`src/rtl/pixel_readout_buffer_pkg.sv`:
```
// Shared types for the pixel readout buffer: FIFO word layout and read FSM states.
package pixel_readout_buffer_pkg;

  localparam int unsigned PixelW = 8;

  typedef struct packed {
    logic              sof;
    logic              eof;
    logic [PixelW-1:0] data;
  } pix_word_t;

  typedef enum logic [1:0] {
    StIdle,
    StWaitSpace,
    StRead,
    StClose
  } rd_state_t;

endpackage

```
`src/rtl/pixel_readout_buffer_if.sv`:
```
// Outgoing pixel stream: valid/ready handshake with start/end-of-frame tags.
interface pixel_readout_buffer_if;

  logic [pixel_readout_buffer_pkg::PixelW-1:0] m_data;
  logic                                        m_valid;
  logic                                        m_ready;
  logic                                        m_sof;
  logic                                        m_eof;

  modport master (
    output m_data,
    output m_valid,
    output m_sof,
    output m_eof,
    input  m_ready
  );

  modport slave (
    input  m_data,
    input  m_valid,
    input  m_sof,
    input  m_eof,
    output m_ready
  );

endinterface

```
`src/rtl/pixel_readout_buffer_sync_fifo.sv`:
```
// First-word-fall-through synchronous FIFO; writes while full and reads while empty are ignored.
module pixel_readout_buffer_sync_fifo #(
  parameter int unsigned Width = 10,
  parameter int unsigned Depth = 32
) (
  input  logic                   clk,
  input  logic                   reset,
  input  logic                   wr_en,
  input  logic [Width-1:0]       wr_data,
  input  logic                   rd_en,
  output logic [Width-1:0]       rd_data,
  output logic                   full,
  output logic                   empty,
  output logic [$clog2(Depth):0] count
);

  localparam int unsigned PtrW = $clog2(Depth);
  localparam int unsigned CntW = PtrW + 1;

  logic [Width-1:0] mem_q [Depth];
  logic [PtrW-1:0]  wr_ptr_q, wr_ptr_d;
  logic [PtrW-1:0]  rd_ptr_q, rd_ptr_d;
  logic [CntW-1:0]  count_q, count_d;
  logic             wr_ok, rd_ok;

  // Full/empty come from the pre-edge count, so a write into a full FIFO is
  // rejected even if a read frees a slot on the same edge.
  assign full    = (count_q == CntW'(Depth));
  assign empty   = (count_q == '0);
  assign wr_ok   = wr_en && !full;
  assign rd_ok   = rd_en && !empty;
  assign count   = count_q;
  assign rd_data = empty ? '0 : mem_q[rd_ptr_q];

  always_comb begin
    wr_ptr_d = wr_ptr_q;
    rd_ptr_d = rd_ptr_q;
    count_d  = count_q;
    if (wr_ok) wr_ptr_d = wr_ptr_q + PtrW'(1);
    if (rd_ok) rd_ptr_d = rd_ptr_q + PtrW'(1);
    if (wr_ok && !rd_ok) begin
      count_d = count_q + CntW'(1);
    end else if (!wr_ok && rd_ok) begin
      count_d = count_q - CntW'(1);
    end
  end

  always_ff @(posedge clk) begin
    if (reset) begin
      wr_ptr_q <= '0;
      rd_ptr_q <= '0;
      count_q  <= '0;
    end else begin
      wr_ptr_q <= wr_ptr_d;
      rd_ptr_q <= rd_ptr_d;
      count_q  <= count_d;
    end
  end

  always_ff @(posedge clk) begin
    if (wr_ok) mem_q[wr_ptr_q] <= wr_data;
  end

endmodule

```
`src/rtl/pixel_readout_buffer.sv`:
```
// Reads whole frames from the pixel array, tags first/last pixels and re-emits them
// through a FIFO as a valid/ready stream; tracks completed frames and frame errors.
module pixel_readout_buffer
  import pixel_readout_buffer_pkg::*;
#(
  parameter int unsigned NumPixels = 16,
  parameter int unsigned FifoDepth = 32
) (
  input  logic                        clk,
  input  logic                        reset,
  input  logic                        data_ready,
  input  logic                        data_out_valid,
  input  logic [PixelW-1:0]           data_out,
  output logic                        read_data,
  pixel_readout_buffer_if.master      strm,
  output logic [15:0]                 frame_count,
  output logic                        frame_err
);

  localparam int unsigned CntW    = $clog2(FifoDepth) + 1;
  localparam int unsigned PixCntW = $clog2(NumPixels);

  rd_state_t          state_q, state_d;
  logic [PixCntW-1:0] pix_cnt_q, pix_cnt_d;
  logic [15:0]        frame_count_q, frame_count_d;
  logic               frame_err_q, frame_err_d;

  logic               fifo_wr, fifo_full, fifo_empty;
  logic [CntW-1:0]    fifo_count, free;
  pix_word_t          wr_word, rd_word;
  logic               space_ok, is_eof, eof_wr;

  assign free     = CntW'(FifoDepth) - fifo_count;
  assign space_ok = (free >= CntW'(NumPixels));
  assign is_eof   = (pix_cnt_q == PixCntW'(NumPixels - 1));
  assign fifo_wr  = (state_q == StRead) && data_out_valid;
  assign eof_wr   = fifo_wr && is_eof;

  always_comb begin
    wr_word.sof  = (pix_cnt_q == '0);
    wr_word.eof  = is_eof;
    wr_word.data = data_out;
  end

  pixel_readout_buffer_sync_fifo #(
    .Width($bits(pix_word_t)),
    .Depth(FifoDepth)
  ) u_fifo (
    .clk     (clk),
    .reset   (reset),
    .wr_en   (fifo_wr),
    .wr_data (wr_word),
    .rd_en   (strm.m_ready),
    .rd_data (rd_word),
    .full    (fifo_full),
    .empty   (fifo_empty),
    .count   (fifo_count)
  );

  assign strm.m_valid = !fifo_empty;
  assign strm.m_data  = rd_word.data;
  assign strm.m_sof   = rd_word.sof;
  assign strm.m_eof   = rd_word.eof;

  always_ff @(posedge clk) begin
    if (reset) begin
      state_q <= StIdle;
    end else begin
      state_q <= state_d;
    end
  end

  always_comb begin
    state_d = state_q;
    unique case (state_q)
      StIdle: begin
        if (data_ready) state_d = space_ok ? StRead : StWaitSpace;
      end
      StWaitSpace: begin
        if (!data_ready) begin
          state_d = StIdle;
        end else if (space_ok) begin
          state_d = StRead;
        end
      end
      StRead: begin
        if (eof_wr || !data_ready) state_d = StClose;
      end
      StClose: begin
        if (!data_ready) state_d = StIdle;
      end
      default: state_d = StIdle;
    endcase
  end

  assign read_data = (state_q == StRead);

  // A frame ending without its last pixel, pixels past the last one, and
  // writes into a full FIFO all latch the sticky error.
  always_comb begin
    pix_cnt_d     = '0;
    frame_count_d = frame_count_q;
    frame_err_d   = frame_err_q;
    if (state_q == StRead) begin
      pix_cnt_d = pix_cnt_q;
      if (data_out_valid) begin
        pix_cnt_d = pix_cnt_q + PixCntW'(1);
        if (fifo_full) frame_err_d = 1'b1;
        if (is_eof) frame_count_d = frame_count_q + 16'd1;
      end
      if (!eof_wr && !data_ready) frame_err_d = 1'b1;
    end
    if ((state_q == StClose) && data_out_valid) frame_err_d = 1'b1;
  end

  always_ff @(posedge clk) begin
    if (reset) begin
      pix_cnt_q     <= '0;
      frame_count_q <= '0;
      frame_err_q   <= 1'b0;
    end else begin
      pix_cnt_q     <= pix_cnt_d;
      frame_count_q <= frame_count_d;
      frame_err_q   <= frame_err_d;
    end
  end

  assign frame_count = frame_count_q;
  assign frame_err   = frame_err_q;

endmodule

```
`src/flat_wrapper.sv`:
```
// flat-port wrapper written by rule: the top's interface ports become plain ports
module pixel_readout_buffer_flat import pixel_readout_buffer_pkg::*;
#(
  parameter int unsigned NumPixels = 16,
  parameter int unsigned FifoDepth = 32
)
  (clk, reset, data_ready, data_out_valid, data_out, read_data, frame_count, frame_err, strm_m_data, strm_m_valid, strm_m_sof, strm_m_eof, strm_m_ready);
  pixel_readout_buffer_if strm_i ();
  input  logic clk;
  input  logic reset;
  input  logic data_ready;
  input  logic data_out_valid;
  input  logic [PixelW-1:0] data_out;
  output logic read_data;
  output logic [15:0] frame_count;
  output logic frame_err;
  output wire logic [$bits(strm_i.m_data)-1:0] strm_m_data;
  output wire logic [$bits(strm_i.m_valid)-1:0] strm_m_valid;
  output wire logic [$bits(strm_i.m_sof)-1:0] strm_m_sof;
  output wire logic [$bits(strm_i.m_eof)-1:0] strm_m_eof;
  input wire logic [$bits(strm_i.m_ready)-1:0] strm_m_ready;
  assign strm_m_data = strm_i.m_data;
  assign strm_m_valid = strm_i.m_valid;
  assign strm_m_sof = strm_i.m_sof;
  assign strm_m_eof = strm_i.m_eof;
  assign strm_i.m_ready = strm_m_ready;
  pixel_readout_buffer #(.NumPixels(NumPixels), .FifoDepth(FifoDepth)) u_core (.clk(clk), .reset(reset), .data_ready(data_ready), .data_out_valid(data_out_valid), .data_out(data_out), .read_data(read_data), .strm(strm_i), .frame_count(frame_count), .frame_err(frame_err));
endmodule
```
`config.mk`:
```
export PLATFORM = sky130hd
export DESIGN_NAME = pixel_readout_buffer_flat
export DESIGN_NICKNAME = d
export VERILOG_FILES = /design/src/rtl/pixel_readout_buffer_pkg.sv /design/src/rtl/pixel_readout_buffer_if.sv /design/src/rtl/pixel_readout_buffer_sync_fifo.sv /design/src/rtl/pixel_readout_buffer.sv /design/src/flat_wrapper.sv
export SDC_FILE = /design/constraint.sdc
export NUM_CORES = 1
export LEC_CHECK = 0
export CORE_ASPECT_RATIO = 0.7
export CORE_UTILIZATION = 55
export DETAILED_ROUTE_END_ITERATION = 16
export GPL_ROUTABILITY_DRIVEN = 0
export PLACE_DENSITY = 0.74
export SLEW_MARGIN = 20
export SYNTH_ARGS = -nofsm -noshare
export SYNTH_HDL_FRONTEND = slang
export SYNTH_HIERARCHICAL = 1
export SYNTH_SLANG_ARGS = --single-unit
```
`constraint.sdc`:
```
create_clock -name clk -period 8.4 [get_ports clk]
set_clock_uncertainty 0.1 [all_clocks]
set_input_delay 1.68 -clock clk [delete_from_list [all_inputs] [get_ports clk]]
set_output_delay 1.68 -clock clk [all_outputs]
set_load 0.005 [all_outputs]
```
# Yosys cells after proc, flatten, opt, wreduce, memory -nomap -nowiden
# Memory sizes are Yosys's and may differ from the RTL's. A register that Yosys moved wholly into a read port is not among the register bits.
# Index checks and enable logic that the tools add are counted.
dict set report word_totals {
  ff_bits 39
  ram_bits 320
  mem_count 1
  input_bits 13
  output_inout_bits 29
}
# name depth width rd rd_clocked_by_memory_dff write_ports line_no
set memory_table {}
lappend memory_table {u_core.u_fifo.mem_q 32 10 1 1 1 pixel_readout_buffer_sync_fifo.sv:20} ;# logic [Width-1:0] mem_q [Depth];
dict set report op_classes {
  n_addsub 7
  muxes 19
  bitwise_logic 1
  eq_ne 9
  magnitude_cmp 1
  reduce_logical 26
}
# operator n
set ops {}
lappend ops {{$add 16x1->16 const B} 1}
lappend ops {{$mux 2} 6}
lappend ops {{$mux 6} 2}
lappend ops {{$add 5x1->5 const B} 2}
lappend ops {{$mux 10} 1}
lappend ops {{$mux 5} 2}
lappend ops {{$logic_and 1x1->1} 8}
lappend ops {{$pmux 2 s4} 1}
lappend ops {{$mux 1} 7}
lappend ops {{$add 6x1->6 const B} 1}
lappend ops {{$eq 6x6->1 const B} 1}
lappend ops {{$ge 6x5->1 const B} 1}
lappend ops {{$logic_not 1->1} 6}
lappend ops {{$logic_not 6->1} 1}
lappend ops {{$reduce_and 3->1} 2}
lappend ops {{$reduce_bool 3->1} 2}
lappend ops {{$sub 6x1->6 const B} 1}
lappend ops {{$sub 6x6->6 const A} 1}
lappend ops {{$add 4x1->4 const B} 1}
lappend ops {{$eq 2x2->1 const B} 2}
lappend ops {{$eq 4x4->1 const B} 1}
lappend ops {{$logic_not 4->1} 1}
lappend ops {{$ne 2x2->1 const B} 2}
lappend ops {{$reduce_and 4->1} 1}
lappend ops {{8 further kinds} 9}

# Depth between registers and ports, before layout
# Gate-level depths: netlist (run 1).
dict set report depth {
  word_depth 8
  mapped_depth 13
}

# Cells and area by module
# The synthesis (run 1) kept the hierarchy.
# module seq_area_each_um2 cells_per_inst instances area_per_inst_um2
set modules_own_cells {}
lappend modules_own_cells {pixel_readout_buffer_sync_fifo 10029.6 647 1 13392.8}
lappend modules_own_cells {pixel_readout_buffer 460.4 131 1 1117.3}

# Worst setup path after synthesis (run 1)
# OpenSTA, ideal clock, no wires.
dict set report synth_path {
  path_type {input to register}
  startpoint {input port data_out_valid}
  endpoint {register u_core.u_fifo.count_q[4] (netlist: u_core/u_fifo/count[4])}
  setup_slack_ns 4.223
  setup_time_ns 0.071
  path_stages 12
  arrival_ns 4.006
  required_time_ns 8.229
  path_cell_list {buf_4 > and2_1 > inv_1 > a31oi_2 > ha_1 > inv_1 > ha_1 > nor2b_1 > o21a_1 > o21ai_0 > or3b_2 > a21oi_1}
}
dict set report synth_between {
  elab_chain_len 5
  elab_cells_between_ends 7
  cone_classes {mux (1); reduce/logical (6)}
}
# item line_no
set synth_rtl {}
lappend synth_rtl {{from (decl)} flat_wrapper.sv:12} ;# input logic data_out_valid;
lappend synth_rtl {{$logic_and 1x1->1 *} pixel_readout_buffer.sv:36} ;# assign fifo_wr = (state_q == StRead) && data_out_valid;
lappend synth_rtl {{via u_core.fifo_wr} pixel_readout_buffer.sv:28} ;# logic fifo_wr, fifo_full, fifo_empty;
lappend synth_rtl {{$logic_and 1x1->1 *} pixel_readout_buffer_sync_fifo.sv:30} ;# assign wr_ok = wr_en && !full;
lappend synth_rtl {{via u_core.u_fifo.wr_ok} pixel_readout_buffer_sync_fifo.sv:24} ;# logic wr_ok, rd_ok;
lappend synth_rtl {{$logic_not 1->1} pixel_readout_buffer_sync_fifo.sv:43} ;# end else if (!wr_ok && rd_ok) begin
lappend synth_rtl {{$logic_and 1x1->1} pixel_readout_buffer_sync_fifo.sv:43}
lappend synth_rtl {{$reduce_bool 2->1 (no line)} -}
lappend synth_rtl {{to (signal assigned)} pixel_readout_buffer_sync_fifo.sv:56} ;# count_q <= count_d;
lappend synth_rtl {{to (decl)} pixel_readout_buffer_sync_fifo.sv:23} ;# logic [CntW-1:0] count_q, count_d;
# Mark *: on every way through the listed nets, which the timed path passes. The rest lies on a longest branch.
# A chain may end at the register's enable or synchronous reset.

==> results.sh, run 1 <==
export IMPL_cts_resized=0
export IMPL_post_route_min_period_ns=5.55
export IMPL_required_ns=6.62
export IMPL_antenna_found_initial=1
export IMPL_syn_area_per_cell_um2=18.7
export IMPL_grt_pass1_vias=7763
export IMPL_wire_per_inst_um=25.6
export IMPL_critical_path_class="reg2out"
export IMPL_setup_viol=0
export IMPL_max_slew_margin_pct=25.9
export IMPL_ant_nets=0
export IMPL_p_leak_uw=0.00503
export IMPL_hpwl_um=19000
export IMPL_internal_power_uw=3290
export IMPL_ys_types=51
export IMPL_fillers=1701
export IMPL_num_nets_final=865
export IMPL_synthArstFlopShare_pct=0
export IMPL_rsz0062_at_grt="no"
export IMPL_cts_clk_slew_worst_paths_ns=0.06
export IMPL_path_buf_inv=3
export IMPL_synth_edf_count=320
export IMPL_drcViolationCount=0
export IMPL_fp_dieH_um=138
export IMPL_cp_start_kind="flip-flop"
export IMPL_portBuffers=41
export IMPL_synthesis_area_um2=14500
export IMPL_timing_fmax_ghz=0.180
export IMPL_post_cts_buffers=0
export IMPL_cp_arrival_ns=3.77
export IMPL_wirelength_um=31200
export IMPL_core_um2=25800
export IMPL_clk_latency_ns=0.51
export IMPL_cp_end_kind="primary output"
export IMPL_ys_ff_latch=364
export IMPL_min_path_type="reg2reg"
export IMPL_track_usage_pct=24.0
export IMPL_vias_per_cell=6.29
export IMPL_multi_input_area_um2=3780
export IMPL_synthToLayoutAreaGrowth_pct=13.0
export IMPL_fin_crit_sh_pct=66.1
export IMPL_crit_family="buffers and inverters"
export IMPL_dr_pass1_iters=5
export IMPL_cts_tree="built"
export IMPL_fin_tns_setup_ns=0
export IMPL_num_rows=49
export IMPL_clk_root_buffer_cell="clkbuf_16"
export IMPL_drv_cap=0
export IMPL_grt_overflow=0
export IMPL_yosysWarningCount=6
export IMPL_drive_gt1_share_pct=21.3
export IMPL_grt_pass1_wl_um=46700
export IMPL_slew_violations=0
export IMPL_drtIter0Drc=734
export IMPL_power_density_nw_per_um2=268
export IMPL_cts_made_buffers=35
export IMPL_combPwrFrac_pct=18.5
export IMPL_htree_num_levels=2
export IMPL_tightest_slew_ns=1.11
export IMPL_hold_viol=0
export IMPL_synth_net_count=806
export IMPL_crit_slowest_cell="dfxtp_4"
export IMPL_io_pins=42
export IMPL_irDropWorstVdd_uv=167
export IMPL_start_util_pct=56.2
export IMPL_cp_common_cell="mux4_2"
export IMPL_holdBufCountCts=0
export IMPL_critPathMaxFanout=34
export IMPL_ys_seq_area_share_pct=72.3
export IMPL_swShare_pct=25.2
export IMPL_ctsLongestPathBuffers=3
export IMPL_seqCellArea_um2=10500
export IMPL_die_w_um=196
export IMPL_cp_cell_sequence="buf_4 > mux4_2 > mux4_2 > clkinv_1 > a221oi_1 > clkdlybuf4s50_1"
export IMPL_seqPwrFrac_pct=47.3
export IMPL_fin_util_pct=63.5
export IMPL_syn_inst=778
export IMPL_grt_max_degree=50
export IMPL_p_switching_uw=1110
export IMPL_clock_power_share_pct=34.1
export IMPL_cts_sinks=364
export IMPL_outcome="finished, final reports clean"
export IMPL_synth_ff_type="edfxtp_1"
export IMPL_cpPeakStageDelay_ns=0.71
export IMPL_vias=7662
export IMPL_die_area_um2=27000
==> flip-flops by register name, summed over array words and instances (netlist names), named ones only <==
signal and flops:
u_core/u_fifo/mem_q 320, u_core/u_fifo/wr_ptr_q 5, u_core/state_q 2, u_core/frame_count 16, u_core/pix_cnt_q 4, u_core/u_fifo/rd_ptr_q 5
u_core/frame_err 1, u_core/u_fifo/count 6
==> worst reg2reg max path: stages, from the launching register on <==
cell,delay (ns)
dfxtp_1,0.36
nor4_1,0.52
nand3_1,0.71
nand2_1,0.42
ha_1,0.34
inv_1,0.19
ha_1,0.32
nor2b_1,0.14
o21a_1,0.19
o21ai_0,0.14
or3b_2,0.47
a21oi_1,0.18
==> synthesized netlist by cell type (2+ instances only) <==
| cell | count | area, um2 |
|---|---|---|
| ha_1 | 14 | 175 |
| buf_4 | 5 | 37.5 |
| buf_1 | 4 | 15.0 |
| and3_2 | 2 | 15.0 |
| or3_1 | 9 | 56.3 |
| nand3b_1 | 3 | 22.5 |
| or4_1 | 2 | 15.0 |
| nor2_1 | 68 | 255 |
| a221oi_1 | 9 | 78.8 |
| or3b_2 | 3 | 26.3 |
| xnor2_1 | 6 | 52.6 |
| dfxtp_1 | 44 | 881 |
| mux2i_1 | 12 | 120 |
| buf_6 | 4 | 45.0 |
| edfxtp_1 | 320 | 9610 |
| o221ai_1 | 10 | 87.6 |
| mux4_1 | 4 | 105 |
| o31ai_1 | 2 | 15.0 |
| and3_1 | 2 | 12.5 |
| nand3_1 | 9 | 45.0 |
| o21ai_0 | 12 | 60.1 |
| nor2b_1 | 4 | 25.0 |
| and2_1 | 3 | 18.8 |
| xor2_1 | 14 | 123 |
| a21oi_1 | 17 | 85.1 |
| mux4_2 | 86 | 1940 |
| nor4_1 | 7 | 43.8 |
| buf_2 | 10 | 50.1 |
| nor3_1 | 5 | 25.0 |
| nand4_1 | 10 | 62.6 |
| and4_1 | 2 | 17.5 |
| inv_1 | 21 | 78.8 |
| nand2_1 | 20 | 75.1 |
| clkbuf_1 | 11 | 41.3 |
| clkinv_1 | 4 | 15.0 |
| nand2b_1 | 5 | 31.3 |
==> worst paths after layout <==
| kind | from | end | slack (ns) | cells past startpoint |
|---|---|---|---|---|
| worst min register to register | u_core/frame_err | u_core/frame_err | 0.41 | 2 |
| worst min-delay path | u_core/frame_err | u_core/frame_err | 0.41 | 2 |
| worst max register to register | u_core/u_fifo/count[0] | u_core/u_fifo/count[4] | 4.25 | 11 |
| worst max-delay path | flip-flop | strm_m_eof | 2.85 | 6 |
==> cell type report <==
class | instances | share of cell area [%]
well taps | 357 | 2.72
clock buffers | 45 | 5.83
multi-input cells | 354 | 23.0
flip-flops and latches | 364 | 64.0
repair buffers | 56 | 3.04
diodes | 1 | 0.0153
inverters | 26 | 0.595
clock inverters | 16 | 0.770
==> per-layer routing <==
| metal | share of wire (%) | global-route usage, % | wire, um |
|---|---|---|---|
| met5 | 0 | 0 | 0 |
| met4 | 1.8 | 6.08 | 554 |
| met3 | 9.7 | 4.89 | 3040 |
| met2 | 47 | 38.0 | 14700 |
| met1 | 41 | 34.6 | 12900 |
==> power by group through the flow <==
stage	Sequential, uW	Clock [uW]	Combinational [uW]
final	2080	1500	816
after global routing	2090	1590	870
after detailed placement	2120	0	810
after CTS	2080	1520	813
after global placement	2120	0	783
after floorplan	2050	0	630
==> layout by cell type, fill, tap and decap left out, types with 4 or more instances in the layout <==
cell             instances
dfxtp_1                 41
nand2b_1                 5
mux4_2                  86
clkinv_1                10
xnor2_1                  6
edfxtp_1               320
buf_4                   15
a221oi_1                 9
o221ai_1                10
nand2_1                 20
nand3_1                  9
a21oi_1                 17
o21ai_0                 12
buf_2                    5
clkbuf_16               37
nor2_2                  15
mux2i_1                 12
clkinv_2                 6
nand4_1                 10
clkdlybuf4s50_1         36
nor2b_1                  4
nor2_1                  53
nor3_1                   5
or3_1                    9
xor2_1                  14
mux4_1                   4
clkbuf_1                 8
inv_1                   21
ha_1                    14
nor4_1                   7
==> logic make-up (layout without fill, tap and decap cells) <==
logic type               count (synthesis)  in the layout  synth area share (%)
buffers and inverters                   60            143                  1.97
AND/OR/NAND/NOR                        160            160                  5.55
XOR/XNOR                                20             20                  1.21
other                                    0              1                     0
adder cells (fa/ha/maj)                 15             15                  1.35
multiplexers                           102            102                  14.9
AO/OA/AOI/OAI                           57             57                  2.72
flip-flops                             364            364                  72.3
==> through the flow <==
stage                     power, uW  setup WS, ns  hold slack, ns  cells  cell area (um2)
after floorplan                2680          4.22           0.360    778            14500
after global placement         2900          3.35           0.358   1157            15300
after detailed placement       2930          3.26           0.382   1157            15300
after CTS                      4420          2.78           0.411   1218            16400
after global routing           4550          2.65           0.444   1218            16400
final                          4400          2.85           0.408   1219            16400
Note: power is estimated with default switching activity, not from simulation.
==> run 2: changes to the inputs <==
Clock period 8.4 ns to 5.6 ns, I/O delays scaled along.
==> run 2 against run 1 <==
Final area rose by 0.48%. Cell count fell by 0.66%. Highest routed layer is now met5. Sequential share of layout area fell by 0.30 points. Die area did not move. Non-clock buffer count fell by 8. Critical path depth fell by 1. Clock power rose by 71%. Global-route usage fell by 0.57 points. Sequential cell count did not move. Clock-buffer cell count fell by 2. Combinational power rose by 56%.
==> results.sh, run 2 (same netlist as run 1, synthesis figures left out) <==
export IMPL_outcome="finished, final reports clean"
export IMPL_irDropWorstVdd_uv=288
export IMPL_cts_made_buffers=34
export IMPL_htree_num_levels=2
export IMPL_core_um2=25800
export IMPL_largest_reg_flops=320
export IMPL_post_route_min_period_ns=4.84
export IMPL_dr_wl_met3_um=2970
export IMPL_cts_resized=0
export IMPL_top_layer="met5"
export IMPL_wl_met2_um=14100
export IMPL_rsz0062_at_grt="no"
export IMPL_cp_end_kind="primary output"
export IMPL_hpwl_um=18300
export IMPL_grt_max_degree=44
export IMPL_tightest_slew_ns=1.16
export IMPL_ant_nets=0
export IMPL_drtIter0Drc=652
export IMPL_diodes=0
export IMPL_crit_slowest_cell="dfxtp_4"
export IMPL_track_usage_pct=23.4
export IMPL_dr_pass1_iters=4
export IMPL_drive_gt1_share_pct=20.3
export IMPL_cts_tree="built"
export IMPL_vias=7597
export IMPL_power_density_nw_per_um2=423
export IMPL_die_w_um=196
export IMPL_layout_commonest_cell="edfxtp_1"
export IMPL_io_pins=42
export IMPL_setup_viol=0
export IMPL_finalPower_uw=6970
export IMPL_die_area_um2=27000
export IMPL_critPathMaxFanout=35
export IMPL_grt_overflow=0
export IMPL_synthToLayoutAreaGrowth_pct=13.6
export IMPL_start_util_pct=56.2
export IMPL_hold_viol=0
export IMPL_portBuffers=41
export IMPL_fin_crit_sh_pct=86.4
export IMPL_clk_root_buffer_cell="clkbuf_16"
export IMPL_cp_cell_sequence="buf_12 > nand2b_1 > o221ai_1 > a221oi_1 > clkdlybuf4s50_1"
export IMPL_wl_met1_um=12700
export IMPL_cp_arrival_ns=3.62
export IMPL_num_rows=49
export IMPL_holdBufCountCts=0
export IMPL_antenna_found_initial=1
export IMPL_critical_path_class="reg2out"
export IMPL_wire_per_inst_um=25.2
export IMPL_required_ns=4.38
export IMPL_cp_start_kind="flip-flop"
export IMPL_min_path_type="reg2reg"
export IMPL_cts_sinks=364
export IMPL_layout_common_cells="edfxtp_1 (320), mux4_2 (86), nor2_1 (65), dfxtp_1 (40), clkbuf_16 (37)"
export IMPL_slew_violations=0
export IMPL_p_leak_uw=0.00506
export IMPL_drv_cap=0
export IMPL_r2r_setup_slack_ns=1.37
export IMPL_cts_clk_slew_worst_paths_ns=0.06
export IMPL_grt_pass1_vias=7619
export IMPL_cpPeakStageDelay_ns=0.76
export IMPL_num_nets_final=856
export IMPL_fin_tns_setup_ns=0
export IMPL_fillers=1692
export IMPL_wirelength_um=30500
export IMPL_ctsLongestPathBuffers=3
export IMPL_fp_dieH_um=138
export IMPL_clk_latency_ns=0.52
export IMPL_post_cts_buffers=0
export IMPL_grt_pass1_wl_um=45900
export IMPL_drcViolationCount=0
export IMPL_vias_per_cell=6.27
export IMPL_top_register="u_core/u_fifo/mem_q"
export IMPL_max_slew_margin_pct=22.2
export IMPL_timing_fmax_ghz=0.207
==> run 2: area by class of cell <==
| type | instances | area, um2 | area share (%) |
|---|---|---|---|
| repair buffers | 48 | 435 | 2.64 |
| clock inverters | 19 | 297 | 1.80 |
| clock buffers | 43 | 958 | 5.82 |
| flip-flops and latches | 364 | 10500 | 63.7 |
| inverters | 26 | 97.6 | 0.592 |
| well taps | 357 | 447 | 2.71 |
| multi-input cells | 354 | 3750 | 22.7 |
==> run 2: metrics by stage <==
step | cell area, um2 | instances | setup slack [ns] | hold slack [ns] | utilization (%)
after floorplan | 14500 | 778 | 1.98 | 0.360 | -
after global placement | 15300 | 1149 | 1.22 | 0.359 | 59.1
after detailed placement | 15300 | 1149 | 1.08 | 0.393 | 59.1
after CTS | 16500 | 1211 | 0.825 | 0.402 | 64.0
after global routing | 16500 | 1211 | 0.522 | 0.429 | 63.9
final | 16500 | 1211 | 0.763 | 0.397 | 63.9
==> run 2: worst max-delay path: cells and delay by family, from the launching register on <==
kind	cells	cell delay, ns
flops	1	0.76
compound gates	2	0.89
simple gates	1	0.42
buf+inv	2	0.96
==> run 2: layer usage <==
metal | up-vias | track usage, %
li1 | 3224 | -
met1 | 3939 | 33.2
met2 | 377 | 36.1
met3 | 55 | 6.23
met4 | 2 | 7.07
met5 | - | 0
==> run 2: path summary, 6_finish.rpt <==
path | endpoint | depth (start not counted) | from
setup / recovery | strm_m_eof | 5 | flip-flop
hold / removal | flip-flop | 2 | u_core/u_fifo/rd_ptr_q[1]
setup reg to reg | u_core/u_fifo/count[4] | 11 | u_core/u_fifo/count[4]
hold reg to reg | flip-flop | 2 | u_core/u_fifo/rd_ptr_q[1]
==> run 2: power by group <==
| group | internal, uW | total, uW | switching [uW] |
|---|---|---|---|
| Sequential | 2990 | 3140 | 145 |
| Combinational | 659 | 1270 | 612 |
| Clock | 1590 | 2560 | 971 |
| Total | 5240 | 6970 | 1730 |
==> run 3: changes to the inputs <==
Settings changed: PLACE_DENSITY 0.74 to 0.77.
Clock period 5.6 ns to 4.3 ns, I/O delays scaled along.
==> run 3 against run 2 <==
Die area did not move. Wire length rose by 4.3%. Non-clock buffer count grew 39. Total power is 20% higher. Largest power group unchanged.
==> results.sh, run 3 (same netlist as run 1, synthesis figures left out) <==
export IMPL_cp_start_kind="flip-flop"
export IMPL_r2r_setup_slack_ns=0.82
export IMPL_cp_end_kind="primary output"
export IMPL_drive_gt1_share_pct=22.0
export IMPL_num_rows=49
export IMPL_timing_rr_start="u_core/u_fifo/count[4]"
export IMPL_drtIter0Drc=701
export IMPL_portBuffers=41
export IMPL_min_path_cells=2
export IMPL_cts_made_buffers=31
export IMPL_fin_hold_ws_ns=0.384
export IMPL_r2r_end="u_core/u_fifo/count[4]"
export IMPL_critPathMaxFanout=11
export IMPL_holdPathEnd="u_core/frame_err"
export IMPL_drcViolationCount=0
export IMPL_postLayoutCellArea_um2=16500
export IMPL_dr_pass1_iters=5
export IMPL_antenna_found_initial=0
export IMPL_grt_max_degree=58
export IMPL_setup_viol=0
export IMPL_vias=7794
export IMPL_wire_per_inst_um=25.5
export IMPL_max_slew_margin_pct=28.7
export IMPL_tightest_slew_ns=1.07
export IMPL_clk_latency_ns=0.55
export IMPL_start_util_pct=56.2
export IMPL_num_nets_final=892
export IMPL_rsz0062_at_grt="no"
export IMPL_cp_arrival_ns=3.12
export IMPL_layout_commonest_cell="edfxtp_1"
export IMPL_vias_per_cell=6.27
export IMPL_clk_root_buffer_cell="clkbuf_16"
export IMPL_drv_cap=0
export IMPL_seqPwrFrac_pct=47.8
export IMPL_die_area_um2=27000
export IMPL_grt_pass1_wl_um=47100
export IMPL_top_register="u_core/u_fifo/mem_q"
export IMPL_cts_clk_slew_worst_paths_ns=0.06
export IMPL_wirelength_um=31800
export IMPL_p_leak_uw=0.00515
export IMPL_ant_nets=0
export IMPL_post_route_min_period_ns=4.08
export IMPL_ctsLongestPathBuffers=3
export IMPL_layout_common_cells="edfxtp_1 (320), mux4_2 (86), nor2_1 (68), buf_4 (42), dfxtp_1 (41)"
export IMPL_placed_cell_area_um2=15600
export IMPL_power_density_nw_per_um2=508
export IMPL_slew_violations=0
export IMPL_die_w_um=196
export IMPL_cts_sinks=364
export IMPL_track_usage_pct=24.0
export IMPL_largest_reg_flops=320
export IMPL_cts_tree="built"
export IMPL_swShare_pct=25.1
export IMPL_hold_viol=0
export IMPL_cts_resized=0
export IMPL_outcome="finished, final reports clean"
export IMPL_timing_fmax_ghz=0.245
export IMPL_min_delay_start="u_core/frame_err"
export IMPL_fin_crit_sh_pct=94.9
export IMPL_diodes=0
export IMPL_holdBufCountCts=0
export IMPL_combPwrFrac_pct=20.4
export IMPL_internal_power_uw=6270
export IMPL_fin_tns_setup_ns=0
export IMPL_fp_dieH_um=138
export IMPL_grt_overflow=0
export IMPL_critical_path_class="reg2out"
export IMPL_core_um2=25800
export IMPL_min_path_type="reg2reg"
export IMPL_r2r_cells=12
export IMPL_post_cts_buffers=0
export IMPL_synthToLayoutAreaGrowth_pct=13.7
export IMPL_grt_pass1_vias=7789
export IMPL_fillers=1670
export IMPL_irDropWorstVdd_uv=284
export IMPL_required_ns=3.34
export IMPL_hpwl_um=19100
export IMPL_finalPower_uw=8380
export IMPL_clock_power_share_pct=31.8
export IMPL_p_switching_uw=2110
export IMPL_io_pins=42
export IMPL_htree_num_levels=1
-- run 3: cell types whose count changed in the layout (fill, tap and decap cells not counted), sizes merged --
cell,delta
buf,+39
inv,+1
bufinv,-6
clkbuf,+2
clkinv,-1
clkinvlp,-2
-- run 3: how the worst max path moves through the flow --
stage / startpoint / endpoint
2_1_floorplan: data_out_valid / u_core/u_fifo/count[4]
3_3_place_gp: data_out_valid / u_core/u_fifo/count[4]
3_5_place_dp: data_out_valid / u_core/u_fifo/count[4]
4_1_cts: flip-flop / strm_m_data[5]
5_1_grt: flip-flop / strm_m_data[4]
6_report: flip-flop / strm_m_data[5]
-- run 3: final cells by class --
type | instances | area (um2) | area share (%)
clock inverter | 11 | 104 | 0.630
sequential | 364 | 10500 | 63.6
clock buffer | 45 | 848 | 5.14
timing repair buffer | 87 | 761 | 4.61
tap | 357 | 447 | 2.71
inverter | 26 | 97.6 | 0.592
multi-input combinational | 354 | 3740 | 22.7
-- run 3: metrics by stage --
stage	cells	util (%)	worst slack (ns)
CTS	1243	64.0	0.0643
global placement	1187	60.3	0.689
finish	1244	63.9	0.221
global route	1244	63.9	0.117
floorplan	778	-	0.943
detailed placement	1187	60.3	0.589
-- run 3: power by group through the flow --
stage          Sequential, uW  Combinational, uW  Clock, uW
2_1_floorplan            4000               1220          0
5_1_grt                  4010               1830       2830
6_report                 4000               1710       2660
4_1_cts                  4020               1680       2700
3_5_place_dp             4100               1660          0
3_3_place_gp             4090               1600          0
-- run 3: critical path: stages, from the launching register on --
cell and delay [ns]:
dfxtp_4 0.52, buf_4 0.30, mux4_2 0.54, mux4_2 0.51, inv_1 0.07, a221oi_1 0.10, clkdlybuf4s50_1 0.53
-- run 3: layer usage --
metal	global-route usage, %	vias to the layer above	routed length [um]
met4	6.64	0	789
met2	39.4	377	15600
met5	0	-	0
li1	-	3299	-
met1	33.7	4053	12900
met3	4.01	65	2510
